--- src/rtl/branch_ctrl.sv ---
// -----------------------------------------------------------------------------
// branch_ctrl: branch prediction and resolution controller for the RV32 pipe.
//
// Purpose
//   * IF: predicts direction for if_pc from a direct-mapped table of 2-bit
//     saturating counters (bit 1 of the counter is the prediction).
//   * EX: drives BrUn to the comparator, decodes funct3 with BrEq/BrLT into
//     the resolved direction, trains the table and the performance counters.
//   * On a mispredict, holds flush/redirect_valid high for FLUSH_CYCLES
//     cycles with the corrected fetch PC on redirect_pc.
//
// Ports
//   clk, rst_n          clock, asynchronous active-low reset
//   if_pc, pred_taken   fetch-side lookup (combinational)
//   ex_valid            EX holds a valid instruction; there is no ready/stall
//                       back-pressure: an EX branch is consumed on the edge
//                       where ex_valid & ex_is_branch are high and the
//                       controller is IDLE, and is silently dropped while a
//                       flush is in progress (the pipe is being killed anyway)
//   ex_is_branch, ex_funct3, ex_pc, ex_target, ex_pred_taken   EX branch
//   br_un, br_eq, br_lt comparator interface
//   ex_taken            resolved direction, 0 when nothing resolves
//   flush, redirect_valid, redirect_pc   mispredict recovery
//   illegal_br          one-cycle registered pulse for funct3 010/011
//   branch_cnt, mispred_cnt              performance counters (wrap)
// -----------------------------------------------------------------------------
module branch_ctrl #(
  parameter int BHT_ENTRIES  = 16,
  parameter int FLUSH_CYCLES = 2
) (
  input  logic        clk,
  input  logic        rst_n,
  input  logic [31:0] if_pc,
  output logic        pred_taken,
  input  logic        ex_valid,
  input  logic        ex_is_branch,
  input  logic [2:0]  ex_funct3,
  input  logic [31:0] ex_pc,
  input  logic [31:0] ex_target,
  input  logic        ex_pred_taken,
  output logic        br_un,
  input  logic        br_eq,
  input  logic        br_lt,
  output logic        ex_taken,
  output logic        flush,
  output logic        redirect_valid,
  output logic [31:0] redirect_pc,
  output logic        illegal_br,
  output logic [31:0] branch_cnt,
  output logic [31:0] mispred_cnt
);

  localparam int IDX_W = $clog2(BHT_ENTRIES);
  localparam int CNT_W = $clog2(FLUSH_CYCLES + 1);

  typedef enum logic {
    IDLE  = 1'b0,
    FLUSH = 1'b1
  } state_t;

  state_t           state;
  state_t           state_next;
  logic [CNT_W-1:0] flush_left;

  logic [1:0]       bht [BHT_ENTRIES];
  logic [IDX_W-1:0] if_idx;
  logic [IDX_W-1:0] ex_idx;

  logic legal;
  logic dir;
  logic resolve;
  logic mispredict;
  logic illegal_hit;

  // Only the index bits of if_pc are looked at.
  logic unused_if_pc;
  assign unused_if_pc = ^{if_pc[31:IDX_W+2], if_pc[1:0]};

  assign if_idx = if_pc[IDX_W+1:2];
  assign ex_idx = ex_pc[IDX_W+1:2];

  // Reads the pre-update table, so a same-cycle update of this index is
  // only visible from the next cycle on.
  assign pred_taken = bht[if_idx][1];

  // funct3[1] separates the unsigned compares (BLTU/BGEU) from the signed ones.
  assign br_un = ex_funct3[1];

  always_comb begin
    legal = 1'b1;
    dir   = 1'b0;
    case (ex_funct3)
      3'b000:          dir = br_eq;
      3'b001:          dir = ~br_eq;
      3'b100, 3'b110:  dir = br_lt;
      3'b101, 3'b111:  dir = ~br_lt;
      default:         legal = 1'b0;
    endcase
  end

  assign resolve     = ex_valid & ex_is_branch & legal & (state == IDLE);
  assign illegal_hit = ex_valid & ex_is_branch & ~legal & (state == IDLE);
  assign ex_taken    = resolve & dir;
  assign mispredict  = resolve & (dir != ex_pred_taken);

  // FSM: state register plus flush length counter and redirect target.
  always_ff @(posedge clk or negedge rst_n) begin
    if (!rst_n) begin
      state       <= IDLE;
      flush_left  <= '0;
      redirect_pc <= '0;
    end else begin
      state <= state_next;
      if (mispredict) begin
        flush_left  <= CNT_W'(FLUSH_CYCLES);
        redirect_pc <= dir ? ex_target : ex_pc + 32'd4;
      end else if (state == FLUSH) begin
        flush_left <= flush_left - CNT_W'(1);
      end
    end
  end

  // FSM: next state. The exit cycle (flush_left == 1) is still FLUSH, so a
  // branch presented in it is ignored.
  always_comb begin
    state_next = state;
    case (state)
      IDLE:    if (mispredict) state_next = FLUSH;
      FLUSH:   if (flush_left == CNT_W'(1)) state_next = IDLE;
      default: state_next = IDLE;
    endcase
  end

  // FSM: outputs, decoded from the registered state only.
  always_comb begin
    flush          = (state == FLUSH);
    redirect_valid = (state == FLUSH);
  end

  always_ff @(posedge clk or negedge rst_n) begin
    if (!rst_n) begin
      illegal_br  <= 1'b0;
      branch_cnt  <= '0;
      mispred_cnt <= '0;
    end else begin
      illegal_br <= illegal_hit;
      if (resolve)    branch_cnt  <= branch_cnt + 32'd1;
      if (mispredict) mispred_cnt <= mispred_cnt + 32'd1;
    end
  end

  // Direction table, reset to weakly not-taken.
  always_ff @(posedge clk or negedge rst_n) begin
    if (!rst_n) begin
      for (int i = 0; i < BHT_ENTRIES; i++) bht[i] <= 2'b01;
    end else if (resolve) begin
      if (dir && bht[ex_idx] != 2'b11)       bht[ex_idx] <= bht[ex_idx] + 2'd1;
      else if (!dir && bht[ex_idx] != 2'b00) bht[ex_idx] <= bht[ex_idx] - 2'd1;
    end
  end

endmodule
--- config.mk ---
export PLATFORM = sky130hd
export DESIGN_NAME = branch_ctrl
export DESIGN_NICKNAME = d
export VERILOG_FILES = /design/src/rtl/branch_ctrl.sv
export SDC_FILE = /design/constraint.sdc
export NUM_CORES = 1
export LEC_CHECK = 0
export BUFFER_PORTS_ARGS = -buffer_cell sky130_fd_sc_hd__buf_2
export CAP_MARGIN = 20
export CORE_ASPECT_RATIO = 1.4
export CORE_MARGIN = 2
export CORE_UTILIZATION = 50
export CTS_BUF_LIST = sky130_fd_sc_hd__clkbuf_8
export DETAILED_ROUTE_END_ITERATION = 10
export GPL_TIMING_DRIVEN = 1
export MAX_ROUTING_LAYER = met4
export PLACE_DENSITY = 0.78
export SLEW_MARGIN = 20
export SYNTH_ARGS = -nofsm -noshare
export SYNTH_HDL_FRONTEND = slang
export SYNTH_SLANG_ARGS = --single-unit
--- constraint.sdc ---
create_clock -name clk -period 3.18 [get_ports clk]
set_input_delay 0.636 -clock clk [delete_from_list [all_inputs] [get_ports clk]]
set_output_delay 0.636 -clock clk [all_outputs]
set_load 0.05 [all_outputs]
## Word-level counts from Yosys, hierarchy flattened

Index checks and enable logic that the tools add are counted.

- Bits in registers: 132
- Input bits: 106
- Output and inout bits: 102
- Word-level logic and storage cells: 84

- Add/subtract/negate cells: 6
- $lt $le $gt $ge: 3
- Equality and inequality tests: 8
- Muxes and demuxes: 20
- Bitwise logic cells: 13
- Reduce and logical (&&, ||, !) cells: 12

Operators with widths:

| operator | number |
|---|---|
| 32-bit 2-to-1 mux | 3 |
| 32-bit by 1-bit adder with 32-bit output (second input constant) | 2 |
| 32-bit bitwise mux | 2 |
| 32-bit by 3-bit adder with 32-bit output (second input constant) | 1 |
| 2-bit binary-select mux with 4-bit select | 2 |
| 2-bit 2-to-1 mux | 7 |
| 3-bit equality test (second input constant) | 4 |
| 5-bit >= comparator (second input constant) | 2 |
| 4-bit NOT with 5-bit output | 2 |
| 2-bit demux with 4-bit select | 1 |
| 1-bit AND | 7 |
| 2-bit nonzero test | 3 |
| 6-bit OR reduction | 1 |
| 5-bit by 1-bit < comparator with 1-bit output (second input constant) | 1 |
| 1-bit NOT | 4 |
| 1-bit one-hot mux with 4 select lines | 1 |
| 2-bit OR reduction | 2 |
| 2-bit by 1-bit subtractor with 2-bit output (second input constant) | 2 |
| 3-bit by 1-bit equality test with 1-bit output (second input constant) | 1 |
| 1-bit logical AND | 3 |
| 3-bit zero test | 1 |
| 1-bit 2-to-1 mux | 3 |
| 2-bit by 1-bit adder with 2-bit output (second input constant) | 1 |
| 2-bit by 1-bit equality test with 1-bit output (second input constant) | 1 |
| 5 further kinds | 5 |

## Longest topological paths before layout

- Depth in word-level cells: 8
- Mapped depth: 12

## Least setup slack after synthesis

OpenSTA, ideal clock, no wires.

- Path type: input port to flip-flop
- Start: input ex_pc[2]
- End: register bht[11] (netlist name)
- Setup time: 125 ps
- Arrival: 3032 ps
- Required time: 3055 ps
- Setup slack: 23 ps
- Cell stages on the path: 9
- Buffers on the path: 3
- Cells stage by stage: buf_2 buf_4 mux4_2 mux4_2 ha_1 mux2i_1 buf_2 and4_1 mux2_2

- Longest elaborated chain between the ends: 8
- Elaborated cells between the ends (all ways): 21
- Those cells by class: 2 x add/sub; 2 x order compare; 1 x eq/ne; 9 x mux; 1 x bitwise; 6 x reduce/logical

Ends and longest elaborated chain:

| what | line | RTL |
|---|---|---|
| from (decl) | 38 | `input logic [31:0] ex_pc,` |
| 4-bit NOT with 5-bit output (implied by the code) (*) | 157, 158 |  |
| 2-bit binary-select mux with 4-bit select, or another cell as far along | 157, 158 |  |
| 2-bit 2-to-1 mux (implied by the code) / 1-bit logical AND (equally long branches) | 157, 158 |  |
| 2-bit 2-to-1 mux (implied by the code) | 157, 158 |  |
| 2-bit by 1-bit subtractor with 2-bit output, or another cell as far along | 158 | `else if (!dir && bht[ex_idx] != 2'b00) bht[ex_idx] <= bht[ex_idx] - 2'd1;` |
| 32-bit bitwise mux, or another cell as far along | 158 |  |
| 32-bit 2-to-1 mux / 2-bit nonzero test (equally long branches) | n/a |  |
| 32-bit 2-to-1 mux / 2-bit AND reduction (equally long branches) | n/a |  |
| to (decl) | 65 | `logic [1:0] bht [BHT_ENTRIES];` |

Every way passes the cells marked *; elsewhere a longest branch is shown, timed or not. The select of a mux whose other input is x is not followed.
A chain may end at the register's enable or synchronous reset.

## Final worst setup path

- Start: input ex_pc[2]
- End: register bht[27] (netlist name)

The elaborated chain is that of the path after synthesis.

==> impl_metrics.env <==
export IMPL_switching_share=0.4188
export IMPL_regToRegStartpoint="bht[25]"
export IMPL_synth_edff_count=0
export IMPL_crit_path_max_incr_delay_ns=0.34
export IMPL_finClkSkew_ns=0.009587
export IMPL_power_total_mw=6.198
export IMPL_synth_ff_type="dfrtp_1"
export IMPL_path_class="in2reg"
export IMPL_htreeDepth=4
export IMPL_synthDistinctLibCells=43
export IMPL_min_period_ns=2.713
export IMPL_wl_met1_um=7451
export IMPL_dr_max_layer_used="met4"
export IMPL_coreArea_um2=13910
export IMPL_clk_pin_slew_ns=0.09
export IMPL_place_ws_ns=-0.3467
export IMPL_syn_to_final_growth_pct=22.97
export IMPL_grt_setup_unrepaired="no"
export IMPL_slew_headroom=0.5261
export IMPL_slowest_stage="mux2_2"
export IMPL_worst_pin_slew_ns=0.7073
export IMPL_syn_area_um2=7108
export IMPL_die_y_um=145.1
export IMPL_cp_start_kind="input pin"
export IMPL_endpoint_kind="flip-flop"
export IMPL_die_area_um2=15200
export IMPL_cts_tree="done"
export IMPL_rr_worst_depth=7
export IMPL_grt_pass1_vias=5991
export IMPL_wl_met2_um=9071
export IMPL_crit_required_ns=3.51
export IMPL_antenna_found_initial=2
export IMPL_root_buffer="clkbuf_8"
export IMPL_post_route_util=0.6284
export IMPL_clock_latency_ns=0.43
export IMPL_ys_seq_area_frac=0.4675
export IMPL_place_hpwl_um=13400
export IMPL_leakagePower_nw=4.247
export IMPL_vias=6021
export IMPL_async_reset_ff_frac=1.000
export IMPL_yosys_warnings=0
export IMPL_hold_viol=0
export IMPL_p_int_mw=3.602
export IMPL_hold_class="in2async"
export IMPL_gp_congestion=0.8708
export IMPL_first_pass_iters=6
export IMPL_drive_gt1_frac=0.3374
export IMPL_n_fill_cell=1168
export IMPL_grt_ovfl_total=0
export IMPL_instances_no_fill=1080
export IMPL_fin_nets=994
export IMPL_cp_top_family="multiplexers"
export IMPL_drv_slew=0
export IMPL_postCtsHoldBufs=0
export IMPL_ios=208
export IMPL_p_sw_mw=2.596
export IMPL_start_util=0.5110
export IMPL_avgSynthCellArea_um2=10.35
export IMPL_post_cts_resized=0
export IMPL_status="finished, final reports clean"
export IMPL_p_clk_frac=0.249
export IMPL_ir_worst_vdd_v=0.0003584
export IMPL_fmaxAchievable_mhz=368.6
export IMPL_remaining_drc_errors=0
export IMPL_cap_violations=0
export IMPL_place_inst=1045
export IMPL_p_per_area_nw_per_um2=709.1
export IMPL_critPathMaxFanout=13
export IMPL_finalCritPeriodShare=0.8531
export IMPL_grt_pass1_wl_um=29310
export IMPL_cts_buffers=17
export IMPL_seqCellArea_um2=3323
export IMPL_groute_usage_overall=0.2451
export IMPL_multi_input_area_um2=3557
export IMPL_ant_nets=0
export IMPL_setup_viol=0
export IMPL_combPwrFrac=0.366
export IMPL_arrival_ns=3.04
export IMPL_cts_setup_buffers=0
export IMPL_netlist_instances=687
export IMPL_cts_buffer_depth=2
export IMPL_cts_sinks=132
export IMPL_path_cells="buf_2 > buf_4 > mux2_2 > o21ai_0 > mux2i_1 > o21a_1 > ha_1 > mux2i_1 > buf_4 > and4_1 > mux2_2"
export IMPL_viasPerCell=5.575
export IMPL_rrSetupSlack_ns=0.54
export IMPL_wire_per_inst_um=16.61
export IMPL_seq_power_share=0.385
export IMPL_drt_iter0_drc=341
export IMPL_grt_max_degree=58
export IMPL_syn_nets=802
export IMPL_worst_slack_ns=0.4672
export IMPL_r2r_end="bht[27]"
export IMPL_routed_wl_um=17940
export IMPL_io_buffers=179
export IMPL_wl_met3_um=899
export IMPL_num_rows=51
export IMPL_cp_buffers_inverters=3
export IMPL_ys_ff_latch=132
export IMPL_die_x_um=104.8
-- power by group through the flow --
| stage | combinational [mW] | clock, mW | sequential, mW |
|---|---|---|---|
| finish | 2.27 | 1.54 | 2.39 |
| global route | 2.41 | 1.65 | 2.44 |
| CTS | 2.26 | 1.58 | 2.39 |
| detailed placement | 2.26 | 0 | 2.42 |
| global placement | 2.22 | 0 | 2.41 |
| floorplan | 0.802 | 0 | 3.22 |
-- cells by family (layout without fill, tap and decap cells) --
| kind of cell | count (synthesis) | after routing | share of synthesized area |
|---|---|---|---|
| other | 0 | 3 | 0 |
| xor gates and xnor gates | 91 | 91 | 0.1121 |
| DFF | 132 | 132 | 0.4675 |
| buffers and inverters | 52 | 257 | 0.03485 |
| adders and majority gates | 9 | 9 | 0.01584 |
| AOI/OAI and AO/OA | 76 | 76 | 0.06971 |
| and+or+nand+nor | 275 | 275 | 0.2015 |
| muxes | 52 | 52 | 0.09840 |
-- cells in the mapped netlist (7+ instances only) --
cell type	instances	area share
o21ai_0	27	0.019
nand3_1	28	0.020
dfstp_2	16	0.059
o221ai_1	10	0.012
a21oi_1	8	0.0056
buf_2	18	0.013
and2_1	7	0.0062
mux2i_1	8	0.011
mux2_2	33	0.052
nand2_1	82	0.043
and4_1	21	0.026
clkbuf_1	8	0.0042
inv_1	20	0.011
and3_1	14	0.012
mux4_2	11	0.035
dfrtp_1	116	0.41
nor4_1	12	0.011
xnor2_1	55	0.068
xor2_1	36	0.044
nor3_1	28	0.020
nand4_1	33	0.029
a22oi_1	10	0.011
nor2_1	38	0.020
ha_1	9	0.016
-- worst reg2reg max path: stages, from the launching register on --
cell and delay [ns]:
dfrtp_1 0.40, mux4_2 0.48, mux4_2 0.49, ha_1 0.21, mux2i_1 0.13, buf_4 0.22, and4_1 0.26, mux2_2 0.34
-- layout make-up --
type,instances,area share
multi-input cells,503,0.4070
flip-flops and latches,132,0.3802
repair buffers,205,0.1280
clock buffers,17,0.02677
well taps,185,0.02648
clock inverters,15,0.02219
inverters,20,0.008589
diodes,3,0.0008589
-- cell usage in the layout, fill, tap and decap left out, drive strengths merged, types with 2 or more instances in the layout --
cell / instances
a31oi: 5
ha: 9
xor2: 36
clkbuf: 17
o21a: 5
xnor2: 55
dfrtp: 116
a21oi: 8
mux2: 33
bufinv: 3
nand4: 33
mux4: 11
dfstp: 16
o31ai: 2
o21ai: 27
inv: 29
o211ai: 5
nor4: 14
diode: 3
nor2b: 4
clkinvlp: 3
and4: 21
o221ai: 10
nand3: 28
and3: 14
nor2: 38
a22oi: 11
buf: 205
nor3: 28
nand2: 82
and2: 7
mux2i: 8
-- per-layer routing --
metal | vias up | global-route usage
met5 | - | -
met4 | 0 | 0.1047
met3 | 36 | 0.04672
met2 | 206 | 0.3968
met1 | 2927 | 0.2997
li1 | 2852 | -
-- worst max path at each step --
stage          cells past startpoint  startpoint  slack [ns]       to
6_report                          11    ex_pc[2]        0.47  bht[27]
5_1_grt                            9    ex_pc[2]        0.36  bht[17]
3_5_place_dp                       9    ex_pc[2]       -0.35   bht[3]
2_1_floorplan                      9    ex_pc[2]        0.02  bht[11]
4_1_cts                            9    ex_pc[2]        0.13   bht[3]
3_3_place_gp                       9    ex_pc[2]       -0.28  bht[15]
-- per-stage QoR --
| stage | setup TNS (ns) | area [um2] | hold WS, ns |
|---|---|---|---|
| finish | 0 | 8741 | 0.1896 |
| global route | 0 | 8738 | 0.2140 |
| CTS | 0 | 8726 | 0.1898 |
| detailed placement | -5.337 | 8298 | 0.4476 |
| global placement | -4.483 | 8298 | 0.4473 |
| floorplan | 0 | 7108 | 0.3404 |
(Power assumes the default switching activity.)
